[src/rtl/spi_frame_rx.sv]
// spi_frame_rx: SPI slave frame receiver (CPOL=0/CPHA=0), oversampled in the clk domain.
// Receives an MSB-first frame of FRAME_BITS bits framed by an active-low load, and
// hands it downstream with a valid/ready handshake. It flags short frames and
// overruns with sticky error bits.
// Optional feature macro: SPI_ECHO_EN. When it is defined, the last accepted frame is
// shifted back out on sdo during the next frame.
module spi_frame_rx #(
    parameter int  FRAME_BITS  = 128,
    parameter int  SYNC_STAGES = 2,
    localparam int CNT_W       = $clog2(FRAME_BITS + 1)
) (
    input  logic                  clk,
    input  logic                  reset,
    input  logic                  sck,
    input  logic                  sdi,
    input  logic                  load,
    output logic                  sdo,
    output logic [FRAME_BITS-1:0] frame_data,
    output logic                  frame_valid,
    input  logic                  frame_ready,
    output logic [CNT_W-1:0]      bit_count,
    output logic                  err_short,
    output logic                  err_overrun
);

    typedef enum logic [1:0] {
        IDLE  = 2'd0,
        SHIFT = 2'd1,
        HOLD  = 2'd2
    } state_t;

    state_t state;
    state_t next_state;

    logic [SYNC_STAGES-1:0] sck_pipe;
    logic [SYNC_STAGES-1:0] sdi_pipe;
    logic [SYNC_STAGES-1:0] load_pipe;
    logic                   sck_prev;
    logic                   sck_s;
    logic                   sdi_s;
    logic                   load_s;
    logic                   sck_rise;
    logic                   armed;
    logic                   frame_full;
    logic [FRAME_BITS-1:0]  shift_reg;

    logic do_enter;
    logic do_shift;
    logic do_commit;
    logic do_abort;

    // Bring sck, sdi and load into the clk domain. One extra sck flop is kept for edge detection.
    always_ff @(posedge clk or posedge reset) begin
        if (reset) begin
            sck_pipe  <= '0;
            sdi_pipe  <= '0;
            load_pipe <= '0;
            sck_prev  <= 1'b0;
        end else begin
            // NOTE: sequential state uses <= so every flop samples pre-edge values; with = the
            // pipeline would collapse into a single stage.
            sck_pipe  <= {sck_pipe[SYNC_STAGES-2:0], sck};
            sdi_pipe  <= {sdi_pipe[SYNC_STAGES-2:0], sdi};
            load_pipe <= {load_pipe[SYNC_STAGES-2:0], load};
            sck_prev  <= sck_s;
        end
    end

    assign sck_s      = sck_pipe[SYNC_STAGES-1];
    assign sdi_s      = sdi_pipe[SYNC_STAGES-1];
    assign load_s     = load_pipe[SYNC_STAGES-1];
    assign sck_rise   = sck_s & ~sck_prev;
    assign frame_full = (bit_count == CNT_W'(FRAME_BITS));

    // The load synchroniser resets to 0, which reads as "frame in progress" until the pin
    // propagates. Frames start only after load has been seen high once, so no bogus short
    // frame can follow reset.
    always_ff @(posedge clk or posedge reset) begin
        if (reset) begin
            armed <= 1'b0;
        end else if (load_s) begin
            armed <= 1'b1;
        end
    end

    // State register.
    always_ff @(posedge clk or posedge reset) begin
        if (reset) begin
            state <= IDLE;
        end else begin
            state <= next_state;
        end
    end

    // Next-state logic and datapath strobes. A completed frame takes priority over a late load rise.
    always_comb begin
        // NOTE: every always_comb output gets a default first; a path that leaves one
        // unassigned would infer a latch.
        next_state = state;
        do_enter   = 1'b0;
        do_shift   = 1'b0;
        do_commit  = 1'b0;
        do_abort   = 1'b0;
        unique case (state)
            IDLE: begin
                if (armed && !load_s) begin
                    next_state = SHIFT;
                    do_enter   = 1'b1;
                end
            end
            SHIFT: begin
                if (frame_full) begin
                    do_commit  = 1'b1;
                    next_state = HOLD;
                end else if (load_s) begin
                    do_abort   = 1'b1;
                    next_state = IDLE;
                end else if (sck_rise) begin
                    do_shift   = 1'b1;
                end
            end
            HOLD: begin
                if (load_s) begin
                    next_state = IDLE;
                end
            end
            default: next_state = IDLE;
        endcase
    end

    // Shift register and bit counter. The counter is held at 0 whenever the FSM is in IDLE.
    always_ff @(posedge clk or posedge reset) begin
        if (reset) begin
            // NOTE: the wide shift and frame registers are reset too: reset must leave
            // all-zero outputs and a deterministic echo.
            shift_reg <= '0;
            bit_count <= '0;
        end else begin
            if (next_state == IDLE) begin
                bit_count <= '0;
            end else if (do_shift) begin
                bit_count <= bit_count + CNT_W'(1);
            end
            if (do_shift) begin
                shift_reg <= {shift_reg[FRAME_BITS-2:0], sdi_s};
            end
        end
    end

    // Output handshake: commit, drop on overrun, and clear valid after acceptance.
    always_ff @(posedge clk or posedge reset) begin
        if (reset) begin
            frame_data  <= '0;
            frame_valid <= 1'b0;
            err_overrun <= 1'b0;
        end else if (do_commit) begin
            if (frame_valid && !frame_ready) begin
                err_overrun <= 1'b1;
            end else begin
                frame_data  <= shift_reg;
                frame_valid <= 1'b1;
            end
        end else if (frame_valid && frame_ready) begin
            frame_valid <= 1'b0;
        end
    end

    // Sticky short-frame flag, raised when load rises before the frame is complete.
    always_ff @(posedge clk or posedge reset) begin
        if (reset) begin
            err_short <= 1'b0;
        end else if (do_abort) begin
            err_short <= 1'b1;
        end
    end

`ifdef SPI_ECHO_EN
    logic                  sck_fall;
    logic [FRAME_BITS-1:0] tx_reg;

    assign sck_fall = ~sck_s & sck_prev;

    // Echo register: load the last accepted frame on frame entry, then advance on each sck fall.
    always_ff @(posedge clk or posedge reset) begin
        if (reset) begin
            tx_reg <= '0;
        end else if (do_enter) begin
            tx_reg <= frame_data;
        end else if (state == SHIFT && sck_fall) begin
            tx_reg <= {tx_reg[FRAME_BITS-2:0], 1'b0};
        end
    end

    assign sdo = (state == SHIFT) ? tx_reg[FRAME_BITS-1] : 1'b0;
`else
    assign sdo = 1'b0;
`endif

endmodule

[config.mk]
export PLATFORM = sky130hd
export DESIGN_NAME = spi_frame_rx
export DESIGN_NICKNAME = d
export VERILOG_FILES = /design/src/rtl/spi_frame_rx.sv
export SDC_FILE = /design/constraint.sdc
export NUM_CORES = 1
export LEC_CHECK = 0
export BUFFER_PORTS_ARGS = -buffer_cell sky130_fd_sc_hd__buf_2
export CORE_MARGIN = 1
export CORE_UTILIZATION = 57
export DETAILED_ROUTE_END_ITERATION = 10
export PLACE_DENSITY = 0.9
export SYNTH_ARGS = -nofsm -noshare
export SYNTH_HDL_FRONTEND = slang
export SYNTH_SLANG_ARGS = --single-unit
[constraint.sdc]
create_clock -name clk -period 11.46 [get_ports clk]
set_clock_uncertainty 0.2 [all_clocks]
set_input_delay 1.719 -clock clk [delete_from_list [all_inputs] [get_ports clk]]
set_output_delay 1.719 -clock clk [all_outputs]
set_load 0.005 [all_outputs]
### Yosys cells after proc, flatten, opt, wreduce, memory -nomap -nowiden

Cells that the tools add are included.

* mux-type cells: 18
* order comparisons: 0
* equality and inequality tests: 4
* bitwise gates (word level): 3
* div/mod/pow operators: 0
* shifts and indexed selects: 0
* reduce and logical (&&, ||, !) cells: 12
* $mul: 0
* $add $sub $neg: 1

Operators with widths (count)
* $mux W8: 2
* $mux W1: 12
* $add A8 B1 Y8 const B: 1
* $eq A8 B8 Y1 const B: 1
* $mux W2: 3
* $pmux W2 S3: 1
* $reduce_and A2 Y1: 3
* $logic_not A2 Y1: 2
* $reduce_bool A2 Y1: 2
* $logic_and A1 B1 Y1: 3
* $eq A2 B1 Y1 const B: 1
* $eq A2 B2 Y1 const B: 1
* $logic_not A1 Y1: 2
* $ne A2 B2 Y1 const B: 1
* $not A1 Y1: 2
* $and A1 B1 Y1: 1

* register bits after elaboration: 277
* memories kept: 0
* output and inout port bits: 140
* word-level logic and storage cells: 50
* memory bits (writable): 0
* bits in latches: 0
* ROM bits: 0
* input port bits: 6

### Depth between registers and ports, before layout

* depth after elaboration: 8
* gate-level depth with buffers: 8

### Worst setup path after synthesis

OpenSTA, ideal clock, no wires.

* kind: input to register
* from: input port frame_ready
* to: register frame_data[0]
* required time: 11.135 ns
* path slack: 8.543 ns
* path buffers: 2
* arrival: 2.592 ns
* stages: 5
* path through: nand2b_1 -> nand3_2 -> buf_6 -> buf_6 -> mux2_4

* cells in the longest elaborated chain, start to end: 4

Ends and longest elaborated chain
* start: declaration: RTL line 20 `input logic frame_ready,`
* $logic_not A1 Y1: RTL line 157 `if (frame_valid && !frame_ready) begin`
* $logic_and A1 B1 Y1: RTL line 157
* $not A1 Y1 (no source line)
* $reduce_and A2 Y1 (no source line)
* end signal: assignment: RTL line 160 `frame_data <= shift_reg;`
* end: declaration: RTL line 18 `output logic [FRAME_BITS-1:0] frame_data,`

Every way passes these cells.
A chain may end at the register's enable or synchronous reset.

==> flow_metrics.py <==
metrics = {
    "worst_hold_path": {
        "hold_depth": 0,
        "min-delay-path-class": "reg2reg",
        "hold_end": "load_pipe[1]",
        "holdCritStartpoint": "load_pipe[0]",
    },
    "floorplanning": {
        "die_h_um": 141,
        "die_w_um": 141,
        "die_area_mm2": 0.0198,
        "initial_core_util_pct": 58.3,
        "coreArea_mm2": 0.0188,
        "num_rows": 50,
        "ios": 146,
    },
    "placed_design": {
        "io_buffers": 144,
        "place_congestion": 0.786,
        "hpwl_um": 12500,
        "place_area_mm2": 0.0117,
    },
    "final_layout": {
        "fillers": 1306,
        "postLayoutCellArea_mm2": 0.0127,
        "areaGrowthSynthToFinish_pct": 15.9,
        "regArea_mm2": 0.00693,
        "drive_above_1_share_pct": 31.4,
        "num-nets-final": 1038,
        "multiInputGateArea_mm2": 0.00372,
        "layout_commonest_cell": "nand2_1",
        "final_cell_mix": "nand2_1 (394), dfrtp_1 (277), buf_2 (144)",
    },
    "route": {
        "ant_nets": 0,
        "viasPerCell": 5.20,
        "wl_per_cell_um": 15.9,
        "drc_errors": 0,
        "drt-pass1-iter-count": 8,
        "drt-total-wl_um": 20500,
        "detailroute.via_count": 6689,
        "drt_iter0_markers": 377,
    },
    "critical_path": {
        "worstRegToRegCells": 5,
        "path_class": "in2async",
        "slowest_stage": "buf_4",
        "r2r-end": "shift_reg[87]",
        "end_kind": "async pin",
        "ff2ff_setup_slack_ns": 8.19,
        "cp.arrival_ns": 4.16,
        "crit_required_ns": 11.84,
        "crit_top_cell": "buf_4",
        "crit_path_cell_trace": "buf_2, inv_8, buf_4, buf_4",
        "reg2reg_from": "bit_count[4]",
        "worstPathMaxFanout": 153,
        "critPathMaxStageDelay_ns": 0.80,
        "cp-start-kind": "primary input",
    },
    "clock_tree": {
        "clock_latency_ns": 0.53,
        "cts_hold_buf": 0,
        "numCtsBuffers": 28,
        "cts_sinks": 277,
        "cts_resized": 0,
        "cts_tree": "built",
        "htreeDepth": 1,
        "clk_pin_slew_ns": 0.06,
        "clk_path_buf_depth": 3,
        "cts-root-buf": "clkbuf_16",
        "postCtsSetupRepairBufs": 0,
    },
    "global_route": {
        "grt_pass1_wl_um": 34300,
        "grt_remaining_overflow": 0,
        "grt_usage_pct": 21.5,
        "grt_max_degree": 154,
        "antenna_found_initial": 0,
        "grt_pass1_vias": 6655,
    },
    "synthesis": {
        "synth_seq_cells": 277,
        "yosysSeqAreaShare_pct": 63.3,
        "syn_area_per_cell_um2": 12.2,
        "ys_warn_count": 0,
        "synthDistinctLibCells": 32,
        "synth_area_mm2": 0.0109,
        "syn_inst": 894,
        "syn-num-nets": 902,
    },
    "sta": {
        "slew_violations": 0,
        "fin_crit_ns": 3.78,
        "clock.fmax_ghz": 0.265,
        "grt_setup_unrepaired": "no",
        "timing.setup.tns_ns": 0,
        "finalSetupViolations": 0,
        "relSlewSlack_pct": 24.5,
        "fin_crit_sh_pct": 33.0,
        "worst_pin_slew_ns": 1.13,
        "hold_viol": 0,
    },
    "flow_run": {
        "drv_cap": 0,
    },
    "power": {
        "powerDensity_mw_per_mm2": 152,
        "peakVddDrop_mv": 0.104,
        "p_leak_nw": 7.48,
    },
    "run_status": {
        "status": "complete, no violations",
    },
}
[worst max path at each step]
stage,startpoint,endpoint,slack [ns],cells past startpoint
final,reset,shift_reg[117],7.68,4
after global routing,reset,shift_reg[118],7.23,4
after CTS,reset,frame_data[116],7.58,4
after detailed placement,reset,sdi_pipe[0],7.04,4
after global placement,reset,frame_data[10],7.09,4
after floorplan,reset,armed,1.90,1
[where the power goes]
part | internal [mW] | total [mW] | switching (mW) | leakage [nW]
clock | 0.549 | 0.908 | 0.358 | 0.464
sequential | 0.984 | 0.988 | 0.00439 | 3.84
combinational | 0.00461 | 0.0339 | 0.0292 | 3.17
total | 1.54 | 1.93 | 0.392 | 7.48
[kinds of logic (layout without fill, tap and decap cells)]
group           count (synthesis)  count (layout)  share of synthesized area (%)
fa+ha+maj                       2               2                          0.229
compound gates                 11              11                          0.766
flops                         277             277                           63.3
other cells                     1               2                         0.0343
buf+inv                        49             206                           2.91
simple gates                  421             421                           15.1
mux                           128             128                           17.3
xor+xnor                        5               5                          0.400
[stage by stage]
step,power [mW],utilization [%],hold WS (ns),setup WS [ns],std cells
after floorplan,1.03,-,0.131,1.90,894
after global placement,1.04,62.5,0.134,7.09,1234
after detailed placement,1.04,62.5,0.135,7.04,1234
after CTS,1.95,67.6,0.148,7.58,1285
after global routing,2.00,67.6,0.158,7.23,1285
final,1.93,67.6,0.148,7.68,1286
[synth_stat cells (all sizes together)]
cell / number / area (um2)
nand2: 394 / 1480
dfrtp: 277 / 6930
mux2: 128 / 1890
buf: 36 / 270
clkbuf: 9 / 33.8
nor2: 9 / 33.8
xnor2: 5 / 43.8
inv: 4 / 15.0
a21oi: 3 / 15.0
nand2b: 3 / 18.8
nand4: 3 / 18.8
nor3: 3 / 15.0
ha: 2 / 25.0
o21ai: 2 / 10.0
o21bai: 2 / 15.0
a2111oi: 1 / 8.76
a221o: 1 / 10.0
a311o: 1 / 10.0
a311oi: 1 / 15.0
and3: 1 / 6.26
conb: 1 / 3.75
nand3: 1 / 10.0
nor2b: 1 / 6.26
nor4: 1 / 6.26
nor4b: 1 / 23.8
or2: 1 / 6.26
or3: 1 / 6.26
or3b: 1 / 8.76
or4b: 1 / 10.0
[final cells by class]
cell class	count	area share [%]
repair buffers	151	6.10
clock buffers	46	7.01
flip-flops and latches	277	54.6
clock inverters	5	0.444
multi-input cells	568	29.3
inverters	4	0.178
well taps	234	2.31
diodes	1	0.0197
[worst max-delay path, delay by kind of cell]
kind	cells	cell delay [ns]
buffers and inverters	4	2.26
[routing by layer]
layer  vias to the layer above  track usage [%]  wire (um)
met2                       183             34.8       9870
met5                         -                0          0
met3                        35             4.48       1150
li1                       3132                -          -
met4                         0             5.43        376
met1                      3339             30.1       9090
Note: power is estimated with default switching activity, not from simulation.
